[src/rtl/sram_like_arbiter_if.sv]
// ---------------------------------------------------------------------------
// sram_like_arbiter_if
// One SRAM-like request/response port.
//   req/wr/size/wstrb/addr/wdata : request beat, driven by the issuing side
//   addr_ok                      : request beat accepted this cycle
//   data_ok/rdata                : in-order response valid and read data
// modport master : the side that issues requests (CPU requester, or the
//                  arbiter toward the memory bridge)
// modport slave  : the side that accepts requests
// ---------------------------------------------------------------------------
interface sram_like_arbiter_if;
    logic        req;
    logic        wr;
    logic [1:0]  size;
    logic [3:0]  wstrb;
    logic [31:0] addr;
    logic [31:0] wdata;
    logic        addr_ok;
    logic        data_ok;
    logic [31:0] rdata;

    modport master (
        output req, wr, size, wstrb, addr, wdata,
        input  addr_ok, data_ok, rdata
    );

    modport slave (
        input  req, wr, size, wstrb, addr, wdata,
        output addr_ok, data_ok, rdata
    );
endinterface

[src/rtl/sram_like_arbiter.sv]
// ---------------------------------------------------------------------------
// sram_like_arbiter
// Shares one SRAM-like memory port between the fetch (inst_sram) and
// memory-stage (data_sram) requesters. Accepted transactions are recorded
// in an ID FIFO (0 = inst, 1 = data) so in-order responses are steered back
// to the requester that issued them.
//
// Ports:
//   clk, reset : clock, asynchronous active-high reset
//   inst_sram  : slave side, fetch requester
//   data_sram  : slave side, data requester
//   mem        : master side, shared port toward the bus bridge
//
// Parameters:
//   OUTSTANDING : ID FIFO depth (power of 2, >= 2)
//   PTR_W       : log2(OUTSTANDING)
//
// Optional build macro ARB_RR_EN: round-robin between the two requesters
// when both request and no lock is held. Without it, data has fixed
// priority over inst.
// ---------------------------------------------------------------------------
module sram_like_arbiter #(
    parameter int OUTSTANDING = 2,
    parameter int PTR_W       = $clog2(OUTSTANDING)
) (
    input  logic                  clk,
    input  logic                  reset,
    sram_like_arbiter_if.slave    inst_sram,
    sram_like_arbiter_if.slave    data_sram,
    sram_like_arbiter_if.master   mem
);

    localparam logic ID_INST = 1'b0;
    localparam logic ID_DATA = 1'b1;
    localparam logic [PTR_W:0] CNT_FULL = (PTR_W+1)'(OUTSTANDING);

    // ID FIFO state
    logic [OUTSTANDING-1:0] fifo_q, fifo_d;
    logic [PTR_W-1:0]       wptr_q, wptr_d;
    logic [PTR_W-1:0]       rptr_q, rptr_d;
    logic [PTR_W:0]         count_q, count_d;

    // Lock keeps the presented request stable until the bridge accepts it
    logic lock_valid_q, lock_valid_d;
    logic lock_id_q, lock_id_d;

`ifdef ARB_RR_EN
    logic rr_last_q, rr_last_d;
`endif

    logic fifo_full;
    logic fifo_empty;
    logic grant;
    logic mem_req;
    logic sel_data;
    logic push;
    logic pop;
    logic head_id;

    assign fifo_full  = (count_q == CNT_FULL);
    assign fifo_empty = (count_q == '0);

    // Grant selection
    always_comb begin
        grant = ID_INST;
        if (lock_valid_q) begin
            grant = lock_id_q;
        end else begin
`ifdef ARB_RR_EN
            if (inst_sram.req && data_sram.req)
                grant = ~rr_last_q;
            else
                grant = data_sram.req ? ID_DATA : ID_INST;
`else
            grant = data_sram.req ? ID_DATA : ID_INST;
`endif
        end
    end

    assign mem_req  = !reset && !fifo_full &&
                      (lock_valid_q || inst_sram.req || data_sram.req);
    // Fields default to inst whenever nothing is presented
    assign sel_data = mem_req && (grant == ID_DATA);

    assign mem.req   = mem_req;
    assign mem.wr    = sel_data ? data_sram.wr    : inst_sram.wr;
    assign mem.size  = sel_data ? data_sram.size  : inst_sram.size;
    assign mem.wstrb = sel_data ? data_sram.wstrb : inst_sram.wstrb;
    assign mem.addr  = sel_data ? data_sram.addr  : inst_sram.addr;
    assign mem.wdata = sel_data ? data_sram.wdata : inst_sram.wdata;

    assign push = mem_req && mem.addr_ok;
    // data_ok with nothing outstanding is a protocol error and is dropped
    assign pop  = !reset && mem.data_ok && !fifo_empty;

    assign inst_sram.addr_ok = push && (grant == ID_INST);
    assign data_sram.addr_ok = push && (grant == ID_DATA);

    assign head_id = fifo_q[rptr_q];

    assign inst_sram.data_ok = pop && (head_id == ID_INST);
    assign data_sram.data_ok = pop && (head_id == ID_DATA);
    assign inst_sram.rdata   = mem.rdata;
    assign data_sram.rdata   = mem.rdata;

    // Next-state
    always_comb begin
        fifo_d       = fifo_q;
        wptr_d       = wptr_q;
        rptr_d       = rptr_q;
        count_d      = count_q;
        lock_valid_d = lock_valid_q;
        lock_id_d    = lock_id_q;

        if (push) begin
            fifo_d[wptr_q] = grant;
            wptr_d         = wptr_q + PTR_W'(1);
        end
        if (pop)
            rptr_d = rptr_q + PTR_W'(1);

        if (push && !pop)
            count_d = count_q + (PTR_W+1)'(1);
        else if (pop && !push)
            count_d = count_q - (PTR_W+1)'(1);

        // Lock follows the presented request: held until addr_ok.
        // When mem_req is low (full) the lock is left as is.
        if (mem_req) begin
            lock_valid_d = !mem.addr_ok;
            lock_id_d    = grant;
        end
    end

`ifdef ARB_RR_EN
    always_comb begin
        rr_last_d = rr_last_q;
        if (push)
            rr_last_d = grant;
    end
`endif

    always_ff @(posedge clk or posedge reset) begin
        if (reset) begin
            fifo_q       <= '0;
            wptr_q       <= '0;
            rptr_q       <= '0;
            count_q      <= '0;
            lock_valid_q <= 1'b0;
            lock_id_q    <= ID_INST;
        end else begin
            fifo_q       <= fifo_d;
            wptr_q       <= wptr_d;
            rptr_q       <= rptr_d;
            count_q      <= count_d;
            lock_valid_q <= lock_valid_d;
            lock_id_q    <= lock_id_d;
        end
    end

`ifdef ARB_RR_EN
    always_ff @(posedge clk or posedge reset) begin
        if (reset)
            rr_last_q <= ID_INST;
        else
            rr_last_q <= rr_last_d;
    end
`endif

endmodule
[src/flat_wrapper.sv]
// flat-port wrapper written by rule: the top's interface ports become plain ports
module sram_like_arbiter_flat 
#(
    parameter int OUTSTANDING = 2,
    parameter int PTR_W       = $clog2(OUTSTANDING)
)
  (clk, reset, inst_sram_req, inst_sram_wr, inst_sram_size, inst_sram_wstrb, inst_sram_addr, inst_sram_wdata, inst_sram_addr_ok, inst_sram_data_ok, inst_sram_rdata, data_sram_req, data_sram_wr, data_sram_size, data_sram_wstrb, data_sram_addr, data_sram_wdata, data_sram_addr_ok, data_sram_data_ok, data_sram_rdata, mem_req, mem_wr, mem_size, mem_wstrb, mem_addr, mem_wdata, mem_addr_ok, mem_data_ok, mem_rdata);
  sram_like_arbiter_if inst_sram_i ();
  sram_like_arbiter_if data_sram_i ();
  sram_like_arbiter_if mem_i ();
  input  logic clk;
  input  logic reset;
  input wire logic [$bits(inst_sram_i.req)-1:0] inst_sram_req;
  input wire logic [$bits(inst_sram_i.wr)-1:0] inst_sram_wr;
  input wire logic [$bits(inst_sram_i.size)-1:0] inst_sram_size;
  input wire logic [$bits(inst_sram_i.wstrb)-1:0] inst_sram_wstrb;
  input wire logic [$bits(inst_sram_i.addr)-1:0] inst_sram_addr;
  input wire logic [$bits(inst_sram_i.wdata)-1:0] inst_sram_wdata;
  output wire logic [$bits(inst_sram_i.addr_ok)-1:0] inst_sram_addr_ok;
  output wire logic [$bits(inst_sram_i.data_ok)-1:0] inst_sram_data_ok;
  output wire logic [$bits(inst_sram_i.rdata)-1:0] inst_sram_rdata;
  input wire logic [$bits(data_sram_i.req)-1:0] data_sram_req;
  input wire logic [$bits(data_sram_i.wr)-1:0] data_sram_wr;
  input wire logic [$bits(data_sram_i.size)-1:0] data_sram_size;
  input wire logic [$bits(data_sram_i.wstrb)-1:0] data_sram_wstrb;
  input wire logic [$bits(data_sram_i.addr)-1:0] data_sram_addr;
  input wire logic [$bits(data_sram_i.wdata)-1:0] data_sram_wdata;
  output wire logic [$bits(data_sram_i.addr_ok)-1:0] data_sram_addr_ok;
  output wire logic [$bits(data_sram_i.data_ok)-1:0] data_sram_data_ok;
  output wire logic [$bits(data_sram_i.rdata)-1:0] data_sram_rdata;
  output wire logic [$bits(mem_i.req)-1:0] mem_req;
  output wire logic [$bits(mem_i.wr)-1:0] mem_wr;
  output wire logic [$bits(mem_i.size)-1:0] mem_size;
  output wire logic [$bits(mem_i.wstrb)-1:0] mem_wstrb;
  output wire logic [$bits(mem_i.addr)-1:0] mem_addr;
  output wire logic [$bits(mem_i.wdata)-1:0] mem_wdata;
  input wire logic [$bits(mem_i.addr_ok)-1:0] mem_addr_ok;
  input wire logic [$bits(mem_i.data_ok)-1:0] mem_data_ok;
  input wire logic [$bits(mem_i.rdata)-1:0] mem_rdata;
  assign inst_sram_i.req = inst_sram_req;
  assign inst_sram_i.wr = inst_sram_wr;
  assign inst_sram_i.size = inst_sram_size;
  assign inst_sram_i.wstrb = inst_sram_wstrb;
  assign inst_sram_i.addr = inst_sram_addr;
  assign inst_sram_i.wdata = inst_sram_wdata;
  assign inst_sram_addr_ok = inst_sram_i.addr_ok;
  assign inst_sram_data_ok = inst_sram_i.data_ok;
  assign inst_sram_rdata = inst_sram_i.rdata;
  assign data_sram_i.req = data_sram_req;
  assign data_sram_i.wr = data_sram_wr;
  assign data_sram_i.size = data_sram_size;
  assign data_sram_i.wstrb = data_sram_wstrb;
  assign data_sram_i.addr = data_sram_addr;
  assign data_sram_i.wdata = data_sram_wdata;
  assign data_sram_addr_ok = data_sram_i.addr_ok;
  assign data_sram_data_ok = data_sram_i.data_ok;
  assign data_sram_rdata = data_sram_i.rdata;
  assign mem_req = mem_i.req;
  assign mem_wr = mem_i.wr;
  assign mem_size = mem_i.size;
  assign mem_wstrb = mem_i.wstrb;
  assign mem_addr = mem_i.addr;
  assign mem_wdata = mem_i.wdata;
  assign mem_i.addr_ok = mem_addr_ok;
  assign mem_i.data_ok = mem_data_ok;
  assign mem_i.rdata = mem_rdata;
  sram_like_arbiter #(.OUTSTANDING(OUTSTANDING), .PTR_W(PTR_W)) u_core (.clk(clk), .reset(reset), .inst_sram(inst_sram_i), .data_sram(data_sram_i), .mem(mem_i));
endmodule
[config.mk]
export PLATFORM = sky130hd
export DESIGN_NAME = sram_like_arbiter_flat
export DESIGN_NICKNAME = d
export VERILOG_FILES = /design/src/rtl/sram_like_arbiter_if.sv /design/src/rtl/sram_like_arbiter.sv /design/src/flat_wrapper.sv
export SDC_FILE = /design/constraint.sdc
export NUM_CORES = 1
export LEC_CHECK = 0
export CORE_AREA = 2 2 123 125
export DETAILED_ROUTE_END_ITERATION = 12
export DIE_AREA = 0 0 125 127
export PLACE_DENSITY_LB_ADDON = 0.05
export SLEW_MARGIN = 0
export SYNTH_ARGS = -nofsm -noshare
export SYNTH_HDL_FRONTEND = slang
export SYNTH_SLANG_ARGS = --single-unit
[constraint.sdc]
create_clock -name clk -period 2.05 [get_ports clk]
set_input_delay 0.205 -clock clk [delete_from_list [all_inputs] [get_ports clk]]
set_output_delay 0.205 -clock clk [all_outputs]
set_load 0.005 [all_outputs]
==> flow_metrics.py <==
metrics = {
    "route": {
        "wire_per_inst_um": 16.61,
        "dr.pass1.iters": 4,
        "via_per_inst": 3.632,
        "ant_nets": 0,
        "drc": 0,
        "drt-initial-drc-count": 35,
        "wl_mm": 9.568,
        "vias": 2092,
    },
    "timing": {
        "fin_crit_sh_pct": 111.3,
        "tightest_slew_ns": 0.3921,
        "rsz0062_at_grt": "yes",
        "relSlewSlack_pct": 73.74,
        "hold_ws_ns": 0.4100,
        "hold_violations": 0,
        "slew_viol_final": 0,
        "period_needed_ns": 2.283,
        "fin_worst_skew_ns": 0.003931,
        "setup_violations": 74,
        "fmax_mhz": 438.1,
        "setup_ws_ns": -0.2326,
    },
    "global_routing": {
        "grt.busiest_layer": "met2",
        "grtUsageMet1_pct": 10.87,
        "grt_max_degree": 11,
        "first_global_vias": 2350,
        "antenna_found_initial": 1,
        "met3_usage_pct": 3.936,
        "grt_util_all_layers_pct": 11.13,
        "grt_use_met2_pct": 23.31,
        "grt_pass1_wl_mm": 13.79,
        "grt_overflow_total": 0,
    },
    "critical_path": {
        "crit_arrival_ns": 2.08,
        "reg2reg_slack_ns": -0.05,
        "critPathRequiredTime_ns": 1.85,
        "cpMostUsedCell": "buf_4",
        "crit_type": "flop to primary output",
        "worstPathCellList": "buf_4, buf_4, or3_2, nand3_4, nor2_1, clkdlybuf4s50_1",
        "slowest_delay_ns": 0.52,
        "start_kind": "flop",
        "crit_path_end_kind": "primary output",
        "path_buf_inv": 3,
        "cp_max_fo": 4,
        "critical-path-top-delay-family": "buffers and inverters",
        "cp_slowest_cell": "or3_2",
    },
    "synth": {
        "ys_seq_elements": 8,
        "synth_fp_nets": 363,
        "synth_area_per_cell_um2": 10.07,
        "ys_seq_area_share_pct": 10.92,
        "synth_area_um2": 1833,
        "yosysWarnings": 0,
        "synth_cells": 182,
        "yosys.cell_types.count": 23,
    },
    "clocking": {
        "clockBufferDepth": 2,
        "ctsHoldBuffers": 0,
        "cts_tree": "done",
        "htreeDepth": 1,
        "clock-sinks": 8,
        "clk_latency_ns": 0.23,
        "cts_buffers": 3,
        "cts-root-buf": "clkbuf_16",
        "path_clk_slew_ns": 0.04,
    },
    "power": {
        "clock_power_share_pct": 9.3,
        "cellLeakagePower_nw": 2.026,
        "power_frac_comb_pct": 81.8,
        "powerDensity_nw_per_um2": 768.6,
        "sequentialPowerShare_pct": 8.9,
        "swShare_pct": 29.76,
        "intPower_mw": 2.502,
        "p_switching_mw": 1.060,
        "ir_drop_v": 0.0003651,
    },
    "placed_design": {
        "place_area_um2": 3986,
        "gp_congestion": 0.6834,
        "pre_cts_ws_ns": -0.5219,
        "hpwl_mm": 7.870,
        "port_buffers": 223,
    },
    "die": {
        "die_y_um": 127,
        "row_count": 44,
        "die_x_um": 125,
        "die_area_um2": 15880,
        "initial_utilization_pct": 12.71,
        "io_pins": 320,
        "core_area_um2": 14420,
    },
    "final_layout": {
        "stdcell_area_um2": 4634,
        "synthToLayoutAreaGrowth_pct": 152.8,
        "layout.nets": 574,
        "drive_gt1_share_pct": 52.43,
        "finish.utilization_pct": 32.13,
    },
    "hold_path": {
        "hold_path.class": "input port to primary output",
    },
    "outcome": {
        "outcome": "finished, violations left",
        "violations": "setup timing",
    },
    "run": {
        "cap_violations": 0,
    },
}
[power by group through the flow]
stage               clock, mW  sequential (mW)  combinational, mW
global route            0.353            0.330               3.12
global placement            0            0.303               2.23
floorplan                   0            0.302               1.02
finish                  0.331            0.316               2.91
CTS                     0.340            0.316               2.90
detailed placement          0            0.303               2.22
[layout make-up]
| cell class | instances | area [um2] |
|---|---|---|
| Fill cell | 1539 | 9789 |
| Multi-Input combinational cell | 100 | 1297 |
| Sequential cell | 8 | 201.4 |
| Inverter | 3 | 11.26 |
| Antenna cell | 1 | 2.502 |
| Timing Repair Buffer | 277 | 2816 |
| Clock buffer | 3 | 75.07 |
| Tap cell | 184 | 230.2 |
[layout by cell type, fill, tap and decap left out, drive strengths merged]
master and instances:
or3 1, nand2b 1, o21bai 1, dlygate4sd2 4, clkdlybuf4s50 150, ha 1, nand3 1, mux2 73
nor3 2, nand4b 1, xor2 2, o211ai 1, xnor2 3, a41oi 1, nor2 4, o21a 1
inv 3, diode 1, a31oi 1, clkbuf 26, nor4 1, buf 100, dfrtp 8, nor2b 3
mux2i 2
[Yosys cell counts]
master    number  share of area, %
buf_4         64                26
nor4_4         1               1.2
nand3_1        1              0.27
nand4b_1       1              0.48
nor2b_1        3               1.0
mux2_2        64                39
a31oi_1        1              0.34
dfrtp_1        8                11
ha_1           1              0.68
nand2b_1       1              0.34
xnor2_1        3               1.4
o21a_1         1              0.41
nor2_1         4              0.82
o21bai_1       1              0.41
or3_2          1              0.41
buf_6          7               4.3
mux2i_1        2               1.1
nor3_1         2              0.55
a41oi_1        1              0.48
xor2_1         2              0.96
mux2_4         9               7.4
inv_1          3              0.61
o211ai_1       1              0.41
[stage by stage]
step	total power [mW]	setup TNS (ns)	instances
after floorplan	1.326	0	182
after global routing	3.801	-16.13	575
after detailed placement	2.518	-34.64	543
after CTS	3.554	-13.85	575
final	3.562	-9.615	576
after global placement	2.533	-36.30	543
[cells by family after synthesis]
kind of cell / count (synthesis) / share of synthesized area [%]
XOR/XNOR: 5 / 2.390
multiplexers: 75 / 47.78
AND/OR/NAND/NOR: 14 / 5.051
buffers and inverters: 74 / 31.13
adder cells (fa/ha/maj): 1 / 0.6825
flip-flops: 8 / 10.92
AO/OA/AOI/OAI: 5 / 2.049
[per-layer routing]
layer	up-vias	part of all wire (%)
li1	988	-
met1	955	31
met2	143	58
met3	6	9.8
met4	0	0.33
met5	-	0
[registers in the layout (all words and copies together), names as in the netlist]
name,cells
u_core.lock_id_q,1
u_core.rptr_q,1
u_core.fifo_q,2
u_core.wptr_q,1
u_core.lock_valid_q,1
u_core.count_q,2
[what timing repair did]
item	in CTS	in global routing
cloned	3	2
pin swaps	2	0
setup endpoints to repair	73	75
setup buffers	28	2
gates resized for setup	334	58
[path summary, 6_finish.rpt]
check	from	end	cells after the start
worst min register to register	u_core.rptr_q	u_core.rptr_q	1
max in group asynchronous	reset	u_core.lock_valid_q	4
min in group asynchronous	reset	u_core.rptr_q	4
worst max-delay path	u_core.lock_valid_q	inst_sram_addr_ok	6
worst max register to register	u_core.lock_valid_q	u_core.count_q[1]	9
worst min-delay path	mem_rdata[16]	data_sram_rdata[16]	0
Power figures use the tool's default switching activity.
